File: src/rtl/result_display.sv
// Display back-end: converts a signed 16-bit result to sign + 5 BCD digits
// and scans them onto a 6-position active-low multiplexed 7-segment display.
module result_display #(
  parameter int SCAN_DIV = 1000
) (
  input  logic        clk,
  input  logic        RST,
  input  logic [15:0] value,
  input  logic        load,
  output logic        busy,
  output logic        done,
  output logic [19:0] bcd,
  output logic        negative,
  output logic [6:0]  seg_n,
  output logic [5:0]  an_n
);

  localparam int PW = (SCAN_DIV > 2) ? $clog2(SCAN_DIV) : 1;
  localparam logic [PW-1:0] PRESC_LAST = PW'(SCAN_DIV - 1);

  localparam logic [6:0] SEG_BLANK = 7'b1111111;
  localparam logic [6:0] SEG_MINUS = 7'b0111111;

  typedef enum logic [1:0] {S_IDLE, S_CONV, S_DONE} state_e;

  state_e        state_q, state_d;
  logic [4:0]    iter_q, iter_d;
  logic [35:0]   work_q, work_d;      // {bcd_work[19:0], bin[15:0]}
  logic          neg_work_q, neg_work_d;
  logic [19:0]   bcd_q, bcd_d;
  logic          negative_q, negative_d;
  logic [19:0]   adj;
  logic [15:0]   mag;
  logic          accept;

  logic [PW-1:0] presc_q, presc_d;
  logic [2:0]    pos_q, pos_d;
  logic [5:0]    an_n_q, an_n_d;
  logic [6:0]    seg_n_q, seg_n_d;
  logic [3:0]    digit;
  logic          shown;
  logic [4:0]    lit;

  function automatic logic [6:0] seg_of(input logic [3:0] d);
    case (d)
      4'd0:    seg_of = 7'b1000000;
      4'd1:    seg_of = 7'b1111001;
      4'd2:    seg_of = 7'b0100100;
      4'd3:    seg_of = 7'b0110000;
      4'd4:    seg_of = 7'b0011001;
      4'd5:    seg_of = 7'b0010010;
      4'd6:    seg_of = 7'b0000010;
      4'd7:    seg_of = 7'b1111000;
      4'd8:    seg_of = 7'b0000000;
      4'd9:    seg_of = 7'b0010000;
      default: seg_of = 7'b1111111;
    endcase
  endfunction

  // Double-dabble correction: every BCD nibble >= 5 gets +3 before the shift.
  always_comb begin
    adj = '0;
    for (int i = 0; i < 5; i++) begin
      adj[4*i +: 4] = (work_q[16+4*i +: 4] >= 4'd5) ? work_q[16+4*i +: 4] + 4'd3
                                                      : work_q[16+4*i +: 4];
    end
  end

  always_comb begin
    state_d    = state_q;
    iter_d     = iter_q;
    work_d     = work_q;
    neg_work_d = neg_work_q;
    bcd_d      = bcd_q;
    negative_d = negative_q;
    accept     = load && (state_q != S_CONV);
    mag        = value[15] ? (~value + 16'd1) : value;

    case (state_q)
      S_IDLE, S_DONE: begin
        if (accept) begin
          state_d    = S_CONV;
          iter_d     = '0;
          work_d     = {20'd0, mag};
          neg_work_d = value[15];
        end else begin
          state_d = S_IDLE;
        end
      end
      S_CONV: begin
        work_d = {adj, work_q[15:0]} << 1;
        iter_d = iter_q + 5'd1;
        if (iter_q == 5'd15) begin
          state_d    = S_DONE;
          bcd_d      = work_d[35:16];
          negative_d = neg_work_q;
        end
      end
      default: state_d = S_IDLE;
    endcase
  end

  // Scan path: position and segment pattern are both computed for the next
  // cycle and registered together, so an_n and seg_n never disagree.
  always_comb begin
    presc_d = presc_q + PW'(1);
    pos_d   = pos_q;
    if (presc_q == PRESC_LAST) begin
      presc_d = '0;
      pos_d   = (pos_q == 3'd5) ? 3'd0 : pos_q + 3'd1;
    end
    an_n_d = ~(6'd1 << pos_d);

    lit[4] = |bcd_q[19:16];
    lit[3] = lit[4] | (|bcd_q[15:12]);
    lit[2] = lit[3] | (|bcd_q[11:8]);
    lit[1] = lit[2] | (|bcd_q[7:4]);
    lit[0] = 1'b1;

    digit = bcd_q[3:0];
    shown = 1'b1;
    case (pos_d)
      3'd0:    begin digit = bcd_q[3:0];   shown = lit[0]; end
      3'd1:    begin digit = bcd_q[7:4];   shown = lit[1]; end
      3'd2:    begin digit = bcd_q[11:8];  shown = lit[2]; end
      3'd3:    begin digit = bcd_q[15:12]; shown = lit[3]; end
      3'd4:    begin digit = bcd_q[19:16]; shown = lit[4]; end
      default: begin digit = 4'd0;         shown = 1'b0;   end
    endcase

    if (pos_d == 3'd5) begin
      seg_n_d = negative_q ? SEG_MINUS : SEG_BLANK;
    end else begin
      seg_n_d = shown ? seg_of(digit) : SEG_BLANK;
    end
  end

  // NOTE: sequential state uses non-blocking assignments so every flop samples
  // the pre-edge value of its inputs regardless of statement order.
  always_ff @(posedge clk) begin
    if (RST) begin
      state_q    <= S_IDLE;
      bcd_q      <= '0;
      negative_q <= 1'b0;
      presc_q    <= '0;
      pos_q      <= '0;
      an_n_q     <= 6'b111110;
      seg_n_q    <= 7'b1000000;
    end else begin
      state_q    <= state_d;
      bcd_q      <= bcd_d;
      negative_q <= negative_d;
      presc_q    <= presc_d;
      pos_q      <= pos_d;
      an_n_q     <= an_n_d;
      seg_n_q    <= seg_n_d;
    end
  end

  // NOTE: the conversion datapath has no reset; it is always loaded on the
  // accepting edge before the FSM ever reads it.
  always_ff @(posedge clk) begin
    iter_q     <= iter_d;
    work_q     <= work_d;
    neg_work_q <= neg_work_d;
  end

  assign busy     = (state_q == S_CONV);
  assign done     = (state_q == S_DONE);
  assign bcd      = bcd_q;
  assign negative = negative_q;
  assign seg_n    = seg_n_q;
  assign an_n     = an_n_q;

endmodule

File: config.mk
export PLATFORM = sky130hd
export DESIGN_NAME = result_display
export DESIGN_NICKNAME = d
export VERILOG_FILES = /design/src/rtl/result_display.sv
export SDC_FILE = /design/constraint.sdc
export NUM_CORES = 1
export LEC_CHECK = 0
export CORE_MARGIN = 2
export CORE_UTILIZATION = 28
export DETAILED_ROUTE_END_ITERATION = 10
export PLACE_DENSITY_LB_ADDON = 0.25
export SLEW_MARGIN = 5
export SYNTH_ARGS = -nofsm -noshare
export SYNTH_HDL_FRONTEND = slang
export SYNTH_SLANG_ARGS = --single-unit
File: constraint.sdc
create_clock -name clk -period 2.5 [get_ports clk]
set_clock_uncertainty 0.15 [all_clocks]
set_input_delay 0.5 -clock clk [delete_from_list [all_inputs] [get_ports clk]]
set_output_delay 0.5 -clock clk [all_outputs]
set_load 0.03 [all_outputs]
==> results of run 1 <==
layout make-up:
type	count	area, µm²
inverter	21	81.33
clock inverter	4	73.82
timing repair buffer	137	1197
sequential	91	2245
fill	1671	9996
tap	220	275.3
clock buffer	12	246.5
multi-input combinational	378	2527
placed cells by master, fill, tap and decap left out, types with 4 or more instances in the layout:
master / Yosys / layout
and3_1: 5 / 5
o21ai_0: 25 / 23
nand3_1: 13 / 13
o31ai_1: 5 / 5
nor3b_1: 13 / 13
nor3_1: 12 / 11
a31oi_1: 6 / 5
xor2_1: 17 / 17
nand2_1: 46 / 46
or3_1: 4 / 4
clkdlybuf4s50_1: 0 / 52
a21oi_1: 41 / 41
and2_1: 4 / 4
mux2i_1: 5 / 5
nand2b_1: 9 / 9
clkbuf_16: 0 / 9
xnor2_1: 12 / 11
nor2b_1: 7 / 7
nor2_1: 70 / 70
edfxtp_1: 42 / 42
buf_4: 1 / 80
inv_1: 19 / 17
o21ai_1: 2 / 4
dfxtp_1: 49 / 47
mux2_2: 5 / 5
ha_4: 0 / 4
ha_1: 19 / 13
a211oi_1: 12 / 10
synth_stat cells (3+ instances only):
cell type  count
a211oi_1      12
a21oi_1       41
a31oi_1        6
and2_1         4
and3_1         5
buf_1          4
buf_2          5
clkbuf_1      14
dfxtp_1       49
edfxtp_1      42
ha_1          19
inv_1         19
mux2_2         5
mux2i_1        5
nand2_1       46
nand2b_1       9
nand3_1       13
nor2_1        70
nor2b_1        7
nor3_1        12
nor3b_1       13
nor4_1         3
o21ai_0       25
o2bb2ai_1      3
o31ai_1        5
or3_1          4
or4_1          5
xnor2_1       12
xor2_1        17
flip-flops by register name, summed over array words and instances (netlist names):
signal / flops
iter_q: 5
bcd: 20
seg_n: 7
state_q: 2
presc_q: 10
work_q: 36
negative: 1
neg_work_q: 1
an_n: 6
pos_q: 3
worst max-delay path by stage:
stage	to	slack [ns]
2_1_floorplan	seg_n[3]	-0.10
4_1_cts	seg_n[1]	-0.19
3_3_place_gp	work_q[10]	-0.34
5_1_grt	seg_n[1]	-0.35
6_report	seg_n[3]	-0.22
3_5_place_dp	work_q[10]	-0.43
worst max-delay path, delay by kind of cell, from the launching register on:
kind	cells	cell delay, ns
compound gates	5	1.11
buf+inv	5	0.59
flops	1	0.34
fa+ha+maj	2	0.29
simple gates	2	0.17
where the power goes:
| group | total (µW) | switching [µW] | internal (µW) | leakage, µW |
|---|---|---|---|---|
| logic | 462 | 259 | 203 | 0.00152 |
| registers | 1740 | 55.0 | 1690 | 0.000825 |
| clock network | 1480 | 572 | 906 | 0.000157 |
stage by stage:
step           power [µW]  std cells    util  worst slack, ns
6_report             3681        863  0.3994          -0.2190
5_1_grt              3844        863  0.3994          -0.3479
4_1_cts              3721        862  0.3947          -0.1938
3_5_place_dp         2233        839  0.3685          -0.4323
3_3_place_gp         2205        839  0.3685          -0.3378
2_1_floorplan        2055        514       -          -0.1042
what timing repair did:
action,CTS,global route
hold endpoints to repair,0,0
setup endpoints to repair,8,13
pin swaps,9,3
resized for setup,10,16
buffers inserted,7,1
cell families (layout without fill, tap and decap cells):
group / count (synthesis) / in the layout / synth area share
simple gates: 205 / 205 / 0.2186
fa+ha+maj: 19 / 19 / 0.04967
flops: 91 / 91 / 0.4685
compound gates: 115 / 115 / 0.1506
xor+xnor: 29 / 29 / 0.05307
buf+inv: 45 / 174 / 0.03739
mux: 10 / 10 / 0.02222
layer usage:
metal,vias to the layer above,wire length [µm],GRT usage
met4,0,271,0.04737
li1,2095,-,-
met1,1970,5605,0.1727
met2,105,5921,0.2386
met3,17,671,0.03491
met5,-,0,0
==> impl_metrics.csv, run 1 <==
group,metric,value,unit
route,drtAntennaViolNets,0,
setup_path,reg2reg_to,"seg_n[3]",
cts,root_buffer,"clkbuf_16",
cts,cts_buffer_depth,2,
worst_hold_path,holdCritPathClass,"reg2reg",
setup_path,r2r_slack,-0.22,ns
timing,period_share,1.088,
setup_path,crit_required,2.61,ns
die,die_h,134.7,µm
route,routedWlPerCell,14.45,µm
setup_path,critPathMaxFanout,4,
cts,clock_sinks,91,
place,dp_hpwl,9.398,mm
place,placed_area,6132,µm²
grt,overflow,0,
worst_hold_path,min_to,"negative",
cts,cts_tree,"done",
worst_hold_path,worstHoldStart,"neg_work_q",
route,drt-initial-drc-count,267,
timing,fin_setup_tns,-1.129,ns
setup_path,reg2reg_depth,14,
outcome,violations,"negative setup slack",
yosys,ys_seq_area_frac,0.4685,
setup_path,crit_path_frequent_cell,"buf_4",
yosys,ys_ff_latch,91,
yosys,synth_largest_area_cell,"edfxtp_1",
setup_path,critPathSlowestCell,"a221o_2",
route,drt_wl_total,12.47,mm
setup_path,cp_cell_sequence,"ha_4 > nand4b_1 > buf_4 > nor3_4 > buf_4 > buf_4 > a31oi_4 > o32ai_1 > a221o_2 > inv_4 > ha_4 > inv_1 > o211a_1 > a211oi_2",
grt,first_global_vias,4244,
route,via_count,4187,
timing,fmax,367.8,MHz
final_layout,diodes,0,
timing,fin_crit,2.719,ns
yosys,yosysTopAreaCellShare,0.2635,
setup_path,setup.worst_path.class,"reg2reg",
route,routed_via_density,4.852,
run,max_cap_violations,0,
final_layout,syn_to_final_growth,38.88,%
grt,antenna_found_initial,0,
timing,hold_viol,0,
cts,clk_pin_slew,0.07,ns
final_layout,drive_gt1_frac,0.2053,
yosys,synth_nets,552,
cts,cts_hold_buf,0,
timing,hold_slack,0.3527,ns
die,io_pins,55,
worst_hold_path,whs_path_depth,2,
setup_path,endpoint_kind,"flop",
grt,grt_first_pass_wirelength,20.43,mm
yosys,synth_cell_types,58,
route,drcViolationCount,0,
die,fp-row-count,47,
yosys,synthCells,514,
timing,maxSlewHeadroom,0.5127,
yosys,synth_area_per_cell,9.311,µm²
cts,htreeDepth,3,
setup_path,r2r_start,"presc_q[0]",
cts,cts_made_buffers,9,
die,die_w,134.7,µm
final_layout,final_area,6646,µm²
timing,slew_viol_final,0,
grt,track_usage,0.1400,
pwr,power.leakage,0.002503,µW
place,place.gp.congestion,0.8655,
setup_path,critPathLaunchType,"flop",
yosys,synth_edf_count,42,
timing,final-setup-viol-count,7,
die,start_util,0.2876,
cts,clk_latency,0.34,ns
grt,grt_max_degree,32,
timing,worst_pin_slew,0.7310,ns
outcome,outcome,"complete, but fails checks",
route,drt-pass1-iter-count,4,
die,die_area,18150,µm²
pwr,peakVddDrop,0.3452,mV
timing,rsz0062_at_grt,"true",
yosys,postSynth.asyncResetShare,0,
yosys,synth_area_leaders,"edfxtp_1 (26%), dfxtp_1 (20%), nor2_1 (5.5%)",
pwr,p_per_area,553.8,nW/µm²
setup_path,cpPeakStageDelay,0.40,ns
yosys,synthesis.yosys.warnings,0,
timing,fin_ws,-0.2190,ns
yosys,synth_ff_type,"dfxtp_1",
final_layout,final_nets,676,
yosys,netlist_area,4786,µm²
setup_path,arrival,2.83,ns
place,numPortBuffers,54,
die,core,16640,µm²
setup_path,crit_start,"presc_q[0]",
No activity file was read; power rests on OpenSTA's default activity.
==> run 2: changes to the inputs <==
--- a/config.mk
+++ b/config.mk
@@ -9,6 +9,7 @@
 export CORE_UTILIZATION = 28
 export DETAILED_ROUTE_END_ITERATION = 10
 export PLACE_DENSITY_LB_ADDON = 0.25
+export REMOVE_ABC_BUFFERS = 1
 export SLEW_MARGIN = 5
 export SYNTH_ARGS = -nofsm -noshare
 export SYNTH_HDL_FRONTEND = slang
==> run 2 against run 1 <==
  * The run still ends with negative setup slack left
  * Setup slack gained 0.070 ns
  * Power is 0.92% lower
  * Design area hardly changed
  * Clock power hardly changed
==> impl_metrics.csv, run 2 (synthesized netlist as in run 1, its figures left out) <==
group,metric,value,unit
route,drt-initial-drc-count,264,
outcome,violations,"negative setup slack",
final_layout,drive_gt1_frac,0.2109,
route,drcViolationCount,0,
run,max_cap_violations,0,
worst_hold_path,holdCritPathClass,"reg2reg",
final_layout,largest_register_ffs,36,
cts,cts_buffer_depth,2,
route,drt_wl_total,12.46,mm
setup_path,reg2reg_to,"seg_n[5]",
place,placed_area,6057,µm²
setup_path,r2r_slack,-0.15,ns
die,die_area,18150,µm²
cts,clock_sinks,91,
grt,grt_max_degree,42,
final_layout,diodes,0,
place,dp_hpwl,9.222,mm
timing,slew_viol_final,0,
worst_hold_path,min_to,"negative",
place,dp.cells,833,
pwr,p_per_area,548.9,nW/µm²
die,start_util,0.2876,
setup_path,endpoint_kind,"flop",
setup_path,crit_required,2.61,ns
die,die_w,134.7,µm
route,drt-pass1-iter-count,4,
cts,cts_made_buffers,9,
timing,final-setup-viol-count,6,
die,fp-row-count,47,
timing,fmax,377.5,MHz
cts,clk_latency,0.35,ns
final_layout,final_common_cell,"buf_4",
worst_hold_path,worstHoldStart,"negative",
route,via_count,4180,
route,drtAntennaViolNets,0,
timing,fin_ws,-0.1489,ns
final_layout,final_nets,673,
final_layout,final_area,6644,µm²
cts,root_buffer,"clkbuf_16",
grt,grt_first_pass_wirelength,20.13,mm
timing,hold_slack,0.3561,ns
place,place.gp.congestion,0.8602,
route,routed_via_density,4.860,
pwr,power.leakage,0.002486,µW
timing,period_share,1.060,
route,routedWlPerCell,14.49,µm
final_layout,final_cells,860,
setup_path,reg2reg_depth,12,
timing,hold_viol,0,
grt,antenna_found_initial,0,
timing,fin_setup_tns,-0.5918,ns
timing,rsz0062_at_grt,"true",
timing,worst_pin_slew,0.7786,ns
final_layout,syn_to_final_growth,38.82,%
outcome,outcome,"complete, but fails checks",
setup_path,critPathMaxFanout,4,
place,numPortBuffers,54,
cts,cts_tree,"done",
setup_path,arrival,2.76,ns
die,core,16640,µm²
setup_path,critPathLaunchType,"flop",
die,io_pins,55,
grt,first_global_vias,4118,
cts,cts_hold_buf,0,
cts,clk_pin_slew,0.06,ns
setup_path,r2r_start,"presc_q[1]",
pwr,peakVddDrop,0.2850,mV
timing,maxSlewHeadroom,0.4809,
grt,track_usage,0.1416,
timing,fin_crit,2.649,ns
die,die_h,134.7,µm
grt,overflow,0,
cts,htreeDepth,3,
worst_hold_path,whs_path_depth,2,
setup_path,setup.worst_path.class,"reg2reg",
final_layout,regMostFlops,"work_q",
final_layout,layout_common_cells,"buf_4 (73), nor2_1 (67), clkdlybuf4s50_1 (52)",
final_layout,fillers,1648,
run 2: layout make-up:
| cell class | instances | area, µm² | share of cell area |
|---|---|---|---|
| well taps | 220 | 275.3 | 0.04143 |
| repair buffers | 134 | 1199 | 0.1804 |
| clock buffers | 9 | 225.2 | 0.03390 |
| multi-input cells | 378 | 2530 | 0.3808 |
| clock inverters | 7 | 91.34 | 0.01375 |
| flip-flops and latches | 91 | 2245 | 0.3379 |
| inverters | 21 | 78.83 | 0.01186 |
run 2: report_power, final:
group,internal [µW],leakage [µW],switching [µW],total [µW]
Combinational,204,0.00151,251,455
Clock,873,0.000149,579,1450
Sequential,1690,0.000825,54.1,1740
Total,2760,0.00249,885,3650
run 2: worst max-delay path by stage:
stage / startpoint / end / slack [ns]
floorplan: state_q[1] / iter_q[0] / -0.55
global placement: value[1] / work_q[10] / -0.34
detailed placement: value[0] / work_q[10] / -0.41
CTS: presc_q[0] / seg_n[3] / -0.1
global route: presc_q[1] / seg_n[6] / -0.29
finish: presc_q[1] / seg_n[5] / -0.15
run 2: repair_timing:
action,in CTS,in global routing
buffers inserted,10,4
endpoints found under the hold margin,0,0
setup endpoints to repair,8,12
cloned,0,0
gates resized for setup,20,25
pin swaps,5,13
run 2: layer usage:
metal / wire (µm) / track usage / vias up
met4: 291 / 0.06433 / 0
li1: - / - / 2086
met3: 555 / 0.03791 / 23
met2: 5955 / 0.2358 / 89
met1: 5658 / 0.1712 / 1982
met5: 0 / 0 / -
run 2: critical path, cell delays in order (launching register included):
cell and delay [ns]:
dfxtp_2 0.36, ha_4 0.14, nand4b_1 0.18, buf_4 0.20
nor4_4 0.27, buf_6 0.17, a22oi_2 0.08, o221a_4 0.30
buf_4 0.14, ha_4 0.15, nor2_2 0.10, a21oi_1 0.05
a311oi_1 0.27
run 2: per-stage QoR:
stage                       util  power [µW]  setup slack [ns]
after floorplan                -        2037           -0.5500
after global placement    0.3640        2198           -0.3373
after detailed placement  0.3640        2218           -0.4096
after CTS                 0.3924        3694          -0.09852
after global routing      0.3992        3821           -0.2878
final                     0.3992        3647           -0.1489
==> run 3: changes to the inputs <==
--- a/config.mk
+++ b/config.mk
@@ -6,7 +6,7 @@
 export NUM_CORES = 1
 export LEC_CHECK = 0
 export CORE_MARGIN = 2
-export CORE_UTILIZATION = 28
+export CORE_UTILIZATION = 40
 export DETAILED_ROUTE_END_ITERATION = 10
 export PLACE_DENSITY_LB_ADDON = 0.25
 export REMOVE_ABC_BUFFERS = 1
==> run 3 against run 2 <==
  * The flow still finishes with violations (negative setup slack)
  * Combinational power about the same
  * Hold slack better by 0.00091 ns
  * Sequential cell count unchanged
  * Critical path depth rose by 1
  * Sequential power about the same
  * First-iteration DRC count decreased by 21%
  * Sequential share of layout area grew 0.72 points
  * Critical path type unchanged
  * Largest power group unchanged
  * Highest routed layer unchanged
==> impl_metrics.csv, run 3 (synthesized netlist as in run 1, its figures left out) <==
group,metric,value,unit
timing,period_share,1.075,
grt,antenna_found_initial,0,
cts,cts_buffer_depth,2,
final_layout,diodes,0,
timing,fin_setup_tns,-0.7743,ns
worst_hold_path,holdCritPathClass,"reg2reg",
final_layout,fin_util,0.5625,
pwr,power.leakage,0.002469,µW
final_layout,final_common_cell,"buf_4",
setup_path,reg2reg_depth,13,
pwr,peakVddDrop,0.3347,mV
setup_path,path_delay_family,"compound AO/OA/AOI/OAI gates",
timing,maxSlewHeadroom,0.4810,
grt,grt_max_degree,42,
cts,clock_sinks,91,
timing,final-setup-viol-count,7,
setup_path,cp_cell_sequence,"ha_4 > nand4b_1 > nor3_4 > buf_4 > buf_4 > a31oi_2 > o32ai_2 > a221o_2 > buf_6 > ha_4 > nand2b_4 > o2bb2ai_2 > a21oi_2",
place,numPortBuffers,54,
route,routedWlPerCell,15.28,µm
grt,grt_first_pass_wirelength,19.46,mm
final_layout,drive_gt1_frac,0.2135,
outcome,violations,"negative setup slack",
timing,fmax,371.9,MHz
cts,root_buffer,"clkbuf_16",
die,die_h,113.4,µm
final_layout,regMostFlops,"work_q",
route,drt-initial-drc-count,208,
setup_path,reg2reg_to,"seg_n[1]",
cts,cts_made_buffers,9,
timing,hold_slack,0.3570,ns
timing,fin_crit,2.689,ns
setup_path,endpoint,"seg_n[1]",
grt,overflow,0,
setup_path,r2r_slack,-0.19,ns
route,routed_via_density,5.290,
timing,worst_pin_slew,0.7784,ns
grt,track_usage,0.1897,
final_layout,syn_to_final_growth,35.92,%
pwr,p_per_area,530.5,nW/µm²
setup_path,arrival,2.77,ns
setup_path,crit_buf_inv,3,
place,place.gp.congestion,0.9156,
timing,slew_viol_final,0,
final_layout,final_nets,670,
setup_path,crit_start,"presc_q[1]",
outcome,outcome,"complete, but fails checks",
route,drcViolationCount,0,
die,start_util,0.4138,
die,die_area,12860,µm²
timing,fin_ws,-0.1887,ns
setup_path,setup.worst_path.class,"reg2reg",
cts,clk_latency,0.35,ns
route,drtAntennaViolNets,0,
die,core,11560,µm²
setup_path,critPathMaxFanout,4,
cts,cts_hold_buf,0,
cts,clk_pin_slew,0.06,ns
final_layout,layout_common_cells,"buf_4 (71), nor2_1 (70), clkdlybuf4s50_1 (52)",
route,drt_wl_total,11.92,mm
die,io_pins,55,
setup_path,critPathSlowestCell,"a221o_2",
die,die_w,113.4,µm
place,dp_hpwl,8.745,mm
die,fp-row-count,39,
route,via_count,4126,
timing,rsz0062_at_grt,"true",
route,drt-pass1-iter-count,4,
cts,cts_tree,"done",
setup_path,endpoint_kind,"flop",
setup_path,critPathLaunchType,"flop",
final_layout,largest_register_ffs,36,
grt,first_global_vias,4070,
run,max_cap_violations,0,
setup_path,cpPeakStageDelay,0.38,ns
setup_path,crit_required,2.59,ns
setup_path,crit_cells,13,
setup_path,r2r_start,"presc_q[1]",
cts,htreeDepth,3,
timing,hold_viol,0,
-- run 3: cell types whose count changed in the layout (fill, tap and decap cells not counted), moves of 2 or more --
cell       before  now
or4_1           5    3
buf_4          73   71
o2bb2ai_1       3    1
buf_6           4    2
nor2_1         67   70
or4_4           0    2
clkinv_2        0    2
nand2_1        46   44
clkinv_1        4    2
o2bb2ai_2       0    2
nor2_2          3    0
bufinv_16       2    0
-- run 3: worst min path at each step --
stage / slack (ns) / to / cells past startpoint / from
floorplan: 0.30 / presc_q[0] / 1 / presc_q[0]
global placement: 0.34 / negative / 2 / neg_work_q
detailed placement: 0.36 / bcd[0] / 2 / bcd[0]
CTS: 0.37 / bcd[0] / 2 / bcd[0]
global route: 0.38 / bcd[0] / 2 / bcd[0]
finish: 0.36 / bcd[0] / 2 / bcd[0]
-- run 3: layer usage --
metal | wire [µm] | part of all wire | vias up | global-route usage
met5 | 0 | 0 | - | 0
met4 | 277 | 0.023 | 0 | 0.07398
met3 | 359 | 0.030 | 22 | 0.03879
met2 | 6012 | 0.50 | 74 | 0.3261
met1 | 5272 | 0.44 | 1958 | 0.2346
li1 | - | - | 2072 | -
-- run 3: power by group --
group	switching, µW	internal [µW]	total (µW)
logic	252	205	457
registers	53.9	1690	1740
clock network	580	675	1250
total	885	2570	3450
-- run 3: tightest hold or removal path, delay by kind of cell (launching register included) --
| kind | cells | cell delay, ns |
|---|---|---|
| flip-flops | 1 | 0.34 |
| AND/OR/NAND/NOR | 1 | 0.07 |
| AO/OA/AOI/OAI | 1 | 0.06 |
-- run 3: stage by stage --
| stage | power [µW] | std cells | setup slack, ns | cell area (µm²) |
|---|---|---|---|---|
| 5_1_grt | 3608 | 780 | -0.2808 | 6505 |
| 4_1_cts | 3478 | 777 | -0.1681 | 6382 |
| 3_3_place_gp | 2194 | 754 | -0.2950 | 5946 |
| 3_5_place_dp | 2220 | 754 | -0.4276 | 5946 |
| 2_1_floorplan | 2037 | 490 | -0.5500 | 4686 |
| 6_report | 3451 | 780 | -0.1887 | 6505 |
-- run 3: cell type report --
| type | count | area, µm² |
|---|---|---|
| Fill cell | 985 | 5060 |
| Multi-Input combinational cell | 378 | 2550 |
| Sequential cell | 91 | 2245 |
| Timing Repair Buffer | 131 | 1181 |
| Clock buffer | 10 | 229.0 |
| Tap cell | 143 | 178.9 |
| Inverter | 21 | 78.83 |
| Clock inverter | 6 | 42.54 |
-- run 3: timing repair --
item	in CTS	in global routing
setup endpoints to repair	9	12
resized for setup	19	24
pin swaps	17	17
buffers inserted	7	3
gates cloned	0	0
